<file path="src/rtl/eqn_ckt_sequencer.sv">
// eqn_ckt_sequencer: built-in exerciser for the equation circuit
// Y = A&B&C | A&B | A&C. Walks {A,B,C} through indices 0..7, holds each
// vector for SETTLE+1 cycles, samples Y against EXP and reports
// err_cnt / first_fail / pass with a start/done handshake.
// Optional macro EQN_SEQ_TT_CAPTURE_EN: capture the observed truth table
// on TT. When it is undefined, TT is tied to zero.
`timescale 1ns/1ps
module eqn_ckt_sequencer #(
    parameter int unsigned SETTLE = 2,
    parameter logic [7:0]  EXP    = 8'hE0
) (
    input  logic       clk,
    input  logic       rst,
    input  logic       start,
    input  logic       Y,
    output logic       A,
    output logic       B,
    output logic       C,
    output logic       busy,
    output logic       done,
    output logic       pass,
    output logic [3:0] err_cnt,
    output logic [2:0] first_fail,
    output logic [7:0] TT
);

    localparam logic [1:0] S_IDLE   = 2'd0;
    localparam logic [1:0] S_SETTLE = 2'd1;
    localparam logic [1:0] S_SAMPLE = 2'd2;
    localparam logic [1:0] S_DONE   = 2'd3;

    localparam logic [3:0] CNT_LOAD = 4'(SETTLE - 1);

    logic [1:0] state;
    logic [2:0] idx;
    logic [3:0] cnt;
    logic [2:0] abc;
    logic       mismatch;

    assign mismatch  = (Y != EXP[idx]);
    assign {A, B, C} = abc;
    assign done      = (state == S_DONE);

    // Main sequencer: vector stepping, settle counting, sampling and result tracking
    always_ff @(posedge clk) begin
        if (rst) begin
            state      <= S_IDLE;
            idx        <= '0;
            cnt        <= '0;
            abc        <= '0;
            busy       <= 1'b0;
            pass       <= 1'b0;
            err_cnt    <= '0;
            first_fail <= '0;
        end else begin
            case (state)
                S_IDLE: begin
                    abc <= '0;
                    if (start) begin
                        idx        <= '0;
                        cnt        <= CNT_LOAD;
                        err_cnt    <= '0;
                        first_fail <= '0;
                        pass       <= 1'b0;
                        busy       <= 1'b1;
                        state      <= S_SETTLE;
                    end
                end
                S_SETTLE: begin
                    abc <= idx;
                    if (cnt == 4'd0) begin
                        state <= S_SAMPLE;
                    end else begin
                        cnt <= cnt - 4'd1;
                    end
                end
                S_SAMPLE: begin
                    if (mismatch) begin
                        err_cnt <= err_cnt + 4'd1;
                        if (err_cnt == 4'd0) begin
                            first_fail <= idx;
                        end
                    end
                    if (idx == 3'd7) begin
                        state <= S_DONE;
                    end else begin
                        // Drive the next vector on this same edge so each index
                        // gets exactly SETTLE+1 cycles before its sample edge.
                        idx   <= idx + 3'd1;
                        abc   <= idx + 3'd1;
                        cnt   <= CNT_LOAD;
                        state <= S_SETTLE;
                    end
                end
                S_DONE: begin
                    pass  <= (err_cnt == 4'd0);
                    busy  <= 1'b0;
                    abc   <= '0;
                    state <= S_IDLE;
                end
                default: begin
                    state <= S_IDLE;
                end
            endcase
        end
    end

`ifdef EQN_SEQ_TT_CAPTURE_EN
    logic [7:0] tt_q;

    // Observed truth table: cleared on reset or accepted start, one bit per sample
    always_ff @(posedge clk) begin
        if (rst) begin
            tt_q <= '0;
        end else if (state == S_IDLE && start) begin
            tt_q <= '0;
        end else if (state == S_SAMPLE) begin
            tt_q[idx] <= Y;
        end
    end

    assign TT = tt_q;
`else
    assign TT = '0;
`endif

endmodule

</file>
<file path="config.mk">
export PLATFORM = sky130hd
export DESIGN_NAME = eqn_ckt_sequencer
export DESIGN_NICKNAME = d
export VERILOG_FILES = /design/src/rtl/eqn_ckt_sequencer.sv
export SDC_FILE = /design/constraint.sdc
export NUM_CORES = 1
export LEC_CHECK = 0
export BUFFER_PORTS_ARGS = -buffer_cell sky130_fd_sc_hd__buf_2
export CAP_MARGIN = 25
export CORE_ASPECT_RATIO = 0.5
export CORE_MARGIN = 2
export CORE_UTILIZATION = 30
export CTS_CLUSTER_DIAMETER = 150
export DETAILED_ROUTE_END_ITERATION = 12
export MAX_ROUTING_LAYER = met4
export PLACE_DENSITY_LB_ADDON = 0.25
export SYNTH_ARGS = -nofsm -noshare
export SYNTH_HDL_FRONTEND = slang
export SYNTH_SLANG_ARGS = --single-unit
</file>
<file path="constraint.sdc">
create_clock -name clk -period 1.9 [get_ports clk]
set_input_delay 0.57 -clock clk [delete_from_list [all_inputs] [get_ports clk]]
set_output_delay 0.57 -clock clk [all_outputs]
set_load 0.01 [all_outputs]
</file>
Word level (Yosys, flattened, before mapping):

Memory sizes are Yosys's and may differ from the RTL's. A register that Yosys moved wholly into a read port is not among the register bits.
Cells that the tools add are included.

* memories: 1
* flip-flop bits (word level): 21
* input bits: 4
* logic and storage cells: 62
* ROM bits: 8
* output and inout bits: 21

* mux-type cells: 25
* $lt $le $gt $ge: 1
* reductions and logical operators: 13
* equal/unequal tests: 11
* add/subtract/negate cells: 3

Memory list
* (name not given): depth 8, bits a word 1, rd ports 1, clocked after Yosys merged registers in 1, wr ports 0, RTL line 40 `assign mismatch = (Y != EXP[idx]);`

Operators by type and width (count)
* 4-bit two-way mux: 5
* 3-bit two-way mux: 6
* 2-bit inequality test, second input constant: 6
* 3-bit case mux with 2 select lines: 2
* 4-bit case mux with 3 select lines: 1
* 3-bit case mux with 3 select lines: 1
* 4-bit zero test: 2
* 2-bit case mux with 4 select lines: 1
* 4-bit case mux with 2 select lines: 1
* 4-bit AND reduction: 2
* 2-bit two-way mux: 3
* 3-bit AND reduction: 2
* 4-bit by 1-bit adder with 4-bit output, second input constant: 1
* 2-bit equality test, second input constant: 2
* 3-bit by 4-bit less-than comparator with 1-bit output, second input constant: 1
* 1-bit case mux with 2 select lines: 2
* 2-bit AND reduction: 2
* 2-bit nonzero test: 2
* 4-bit by 1-bit subtractor with 4-bit output, second input constant: 1
* 3-bit by 1-bit adder with 3-bit output, second input constant: 1
* 3-bit equality test, second input constant: 1
* 1-bit two-way mux: 3
* 3-bit nonzero test: 1
* 2-bit by 1-bit equality test with 1-bit output, second input constant: 1
* 3 further kinds: 3

Longest topological paths before layout:

* depth in word-level cells: 5
* mapped depth: 6
* mapped depth without buffers: 6

Least setup slack after synthesis:

Ideal clock, no wire load.

* path kind: register to register
* start point: register idx[0]
* end point: register (tool-made name)
* buffers on the path: 0
* setup time: 0.103 ns
* arrival: 1.548 ns
* period minus slack after synthesis: 1.652 ns
* setup slack: 0.248 ns
* required time: 1.797 ns
* stages on the path, launching flop included: 7
* cell sequence: dfxtp_1 > ha_1 > ha_1 > nand2b_4 > a21oi_4 > o22ai_1 > a2111oi_2

RTL lines
* start, declared: RTL line 35 `logic [2:0] idx;`
* start signal, assigned: RTL line 89 `idx <= idx + 3'd1;`

==> results.toml <==
[yosys]
synth_mux_area_share_pct = 3.470
synth_cell_types = 39
syn_inst = 144
syn_avg_cell_area_um2 = 8.263
ys.flop_type = "dfxtp_1"
synthXorXnorAreaFrac_pct = 2.208
synth_common_cells = "dfxtp_1, nor2_1, nand2_1"
synth_compound_area_share_pct = 15.35
yosys.cell_count.top_type = "dfxtp_1"
synth_top_area_share_pct = 37.01
synth_seq_area_share_pct = 37.01
ys_top_cells_by_area = "dfxtp_1, nor2_1, buf_4"
synth_fa_ha_area_share_pct = 5.258
ys_ff_latch = 22
async_flop_share_pct = 0
yosysWarningCount = 0
syn_area_mm2 = 0.001190
synth_top_family_by_area = "simple AND/OR/NAND/NOR gates"
synth_top_cell_by_area = "dfxtp_1"
synth-simple-area-share_pct = 26.39
synth_edf_count = 0

[setup_path]
r2r_setup_slack_ns = 0.19
crit_start = "idx[0]$_SDFFE_PP0N_"
rr_worst_depth = 6
cp_data_required_time_ns = 2.07
regToRegStartpoint = "idx[0]$_SDFFE_PP0N_"
path_max_fanout = 8
start_kind = "flip-flop"
arrival_ns = 1.88
end_kind = "flip-flop"
crit_type = "flip-flop to flip-flop"

[sta]
clock_skew_ns = 0.001685
final_max_slew_viol_count = 0
fmax_mhz = 583.8
setup_viol = 0
rsz0062_at_grt = "no"
hold_viol = 0
whs_ns = 0.4592
tns_ns = 0
layout_min_cycle_time_ns = 1.713
period_share_pct = 90.15

[routing]
vias_per_cell = 4.644
wl_per_cell_um = 11.32
drt_pass1_iterations = 4
num_vias = 1003
ant_nets = 0
first_iter_violations = 39
drt_wl_total_um = 2445
drc = 0

[global_routing]
grt_max_degree = 19
grtUsageMet2_pct = 20.41
met1_usage_pct = 14.30
grt_pass1_vias = 934
grt_pass1_wl_um = 4271
antenna_found_initial = 0
grtUsageTotal_pct = 11.95
grt_overflow = 0
use_met3_pct = 2.804
busiest_layer = "met2"

[finish]
diodes = 0
syn_to_final_growth_pct = 14.83
utilization_pct = 35.55
fill_cells = 414
finalNetCount = 173
layout.cells.non_filler = 216
drive_gt1_share_pct = 19.75

[clock_network]
cts_resized = 0
cts_hold_buffers = 0
cts_tree = "done"
cts_sinks = 22
path_clk_slew_ns = 0.08
htreeDepth = 1
numCtsBuffers = 3
post-cts-setup-buffer-count = 0
cts-root-buf = "clkbuf_8"
cts.path.max_buffers = 2
clk-insertion-delay-late_ns = 0.26

[placement]
port_buffers = 16
dp_hpwl_um = 1846
gp_congestion = 0.8724
dp.cells = 213

[status]
status = "finished clean"

[floorplanning]
rows = 16
core_mm2 = 0.003844
initial_core_util_pct = 30.96
die_w_um = 93.07
die_y_um = 48.54
die-area_mm2 = 0.004517
top_level_ports = 25

[pwr]
p_int_w = 0.0007098
pwr-share-comb_pct = 20.2
peakVddDrop_mv = 0.2872
pwr-share-clk_pct = 29.6
p_leak_nw = 0.5587
netSwitchingFraction_pct = 29.03
switching_power_w = 0.0002904
p_seq_share_pct = 50.3
p_per_area_mw_per_mm2 = 732.1

[hold_path]
hp-class = "flip-flop to flip-flop"

[job]
drv_cap = 0
[through the flow]
stage / worst slack, ns / total power [W] / instance area, um2
after floorplan: 0.2483 / 0.0006704 / 1216
after global placement: 0.2673 / 0.0007172 / 1325
after detailed placement: 0.1914 / 0.0007156 / 1325
after CTS: 0.1738 / 0.001009 / 1366
after global routing: 0.05579 / 0.001063 / 1366
final: 0.1872 / 0.001000 / 1366
[sequential cells by signal, summed over array words and instances (netlist names), named ones only]
signal,count
idx,3
abc,3
first_fail,3
pass,1
err_cnt,4
cnt,4
busy,1
state,2
[critical path, stage by stage, from the launching register on]
cell	delay, ns
dfxtp_1	0.39
ha_1	0.23
ha_1	0.20
nand2b_4	0.17
a21oi_4	0.19
o22ai_1	0.11
a2111oi_2	0.34
[kinds of logic (layout without fill, tap and decap cells)]
logic type,count (synthesis),in the layout
other cells,1,8
xor+xnor,3,3
buf+inv,20,31
flops,22,22
simple gates,63,63
fa+ha+maj,5,5
mux,4,4
compound gates,26,26
[cell usage in the layout, fill, tap and decap left out, types with 2 or more instances in the layout]
| master | netlist | routed |
|---|---|---|
| nand2b_4 | 2 | 2 |
| nand2b_1 | 3 | 3 |
| buf_4 | 9 | 5 |
| nand3_1 | 4 | 4 |
| a21oi_1 | 11 | 11 |
| nor2_1 | 20 | 20 |
| xnor2_1 | 3 | 3 |
| nor3b_1 | 2 | 2 |
| mux2i_1 | 3 | 3 |
| o21ai_0 | 2 | 2 |
| conb_1 | 1 | 8 |
| inv_1 | 6 | 6 |
| or3_1 | 2 | 2 |
| a211oi_1 | 3 | 3 |
| dfxtp_1 | 22 | 22 |
| buf_2 | 2 | 16 |
| nand2_1 | 17 | 17 |
| clkbuf_8 | 0 | 3 |
| ha_1 | 5 | 5 |
| nor3_1 | 5 | 5 |
| a31oi_1 | 2 | 2 |
[area by class of cell]
class / instances / area, um2 / area share, %
inverter: 6 / 22.52 / 1.648
sequential: 22 / 440.4 / 32.23
timing repair buffer: 22 / 137.6 / 10.07
tap: 54 / 67.56 / 4.945
clock buffer: 3 / 41.29 / 3.022
multi-input combinational: 109 / 656.9 / 48.08
[how the worst min path moves through the flow]
stage / startpoint / end / slack [ns] / cells past startpoint
after global routing: first_fail[0]$_SDFFE_PP0P_ / first_fail[0]$_SDFFE_PP0P_ / 0.49 / 2
after floorplan: cnt[0]$_SDFFE_PP0P_ / cnt[0]$_SDFFE_PP0P_ / 0.46 / 1
final: pass$_SDFFE_PP0P_ / pass$_SDFFE_PP0P_ / 0.46 / 2
after CTS: pass$_SDFFE_PP0P_ / pass$_SDFFE_PP0P_ / 0.46 / 2
after global placement: pass$_SDFFE_PP0P_ / pass$_SDFFE_PP0P_ / 0.45 / 2
after detailed placement: pass$_SDFFE_PP0P_ / pass$_SDFFE_PP0P_ / 0.45 / 2
[power by group through the flow]
stage	sequential [W]	combinational, W	clock (W)
after global routing	0.000507	0.000225	0.000331
after detailed placement	0.000513	0.000202	0
final	0.000503	0.000202	0.000296
after CTS	0.000503	0.000203	0.000304
after global placement	0.000514	0.000204	0
after floorplan	0.000509	0.000161	0
[per-layer routing]
metal	routed length (um)	part of all wire, %
met3	96	3.9
met1	1180	48
met4	22	0.90
met2	1146	47
met5	0	0
Power figures use the tool's default switching activity.
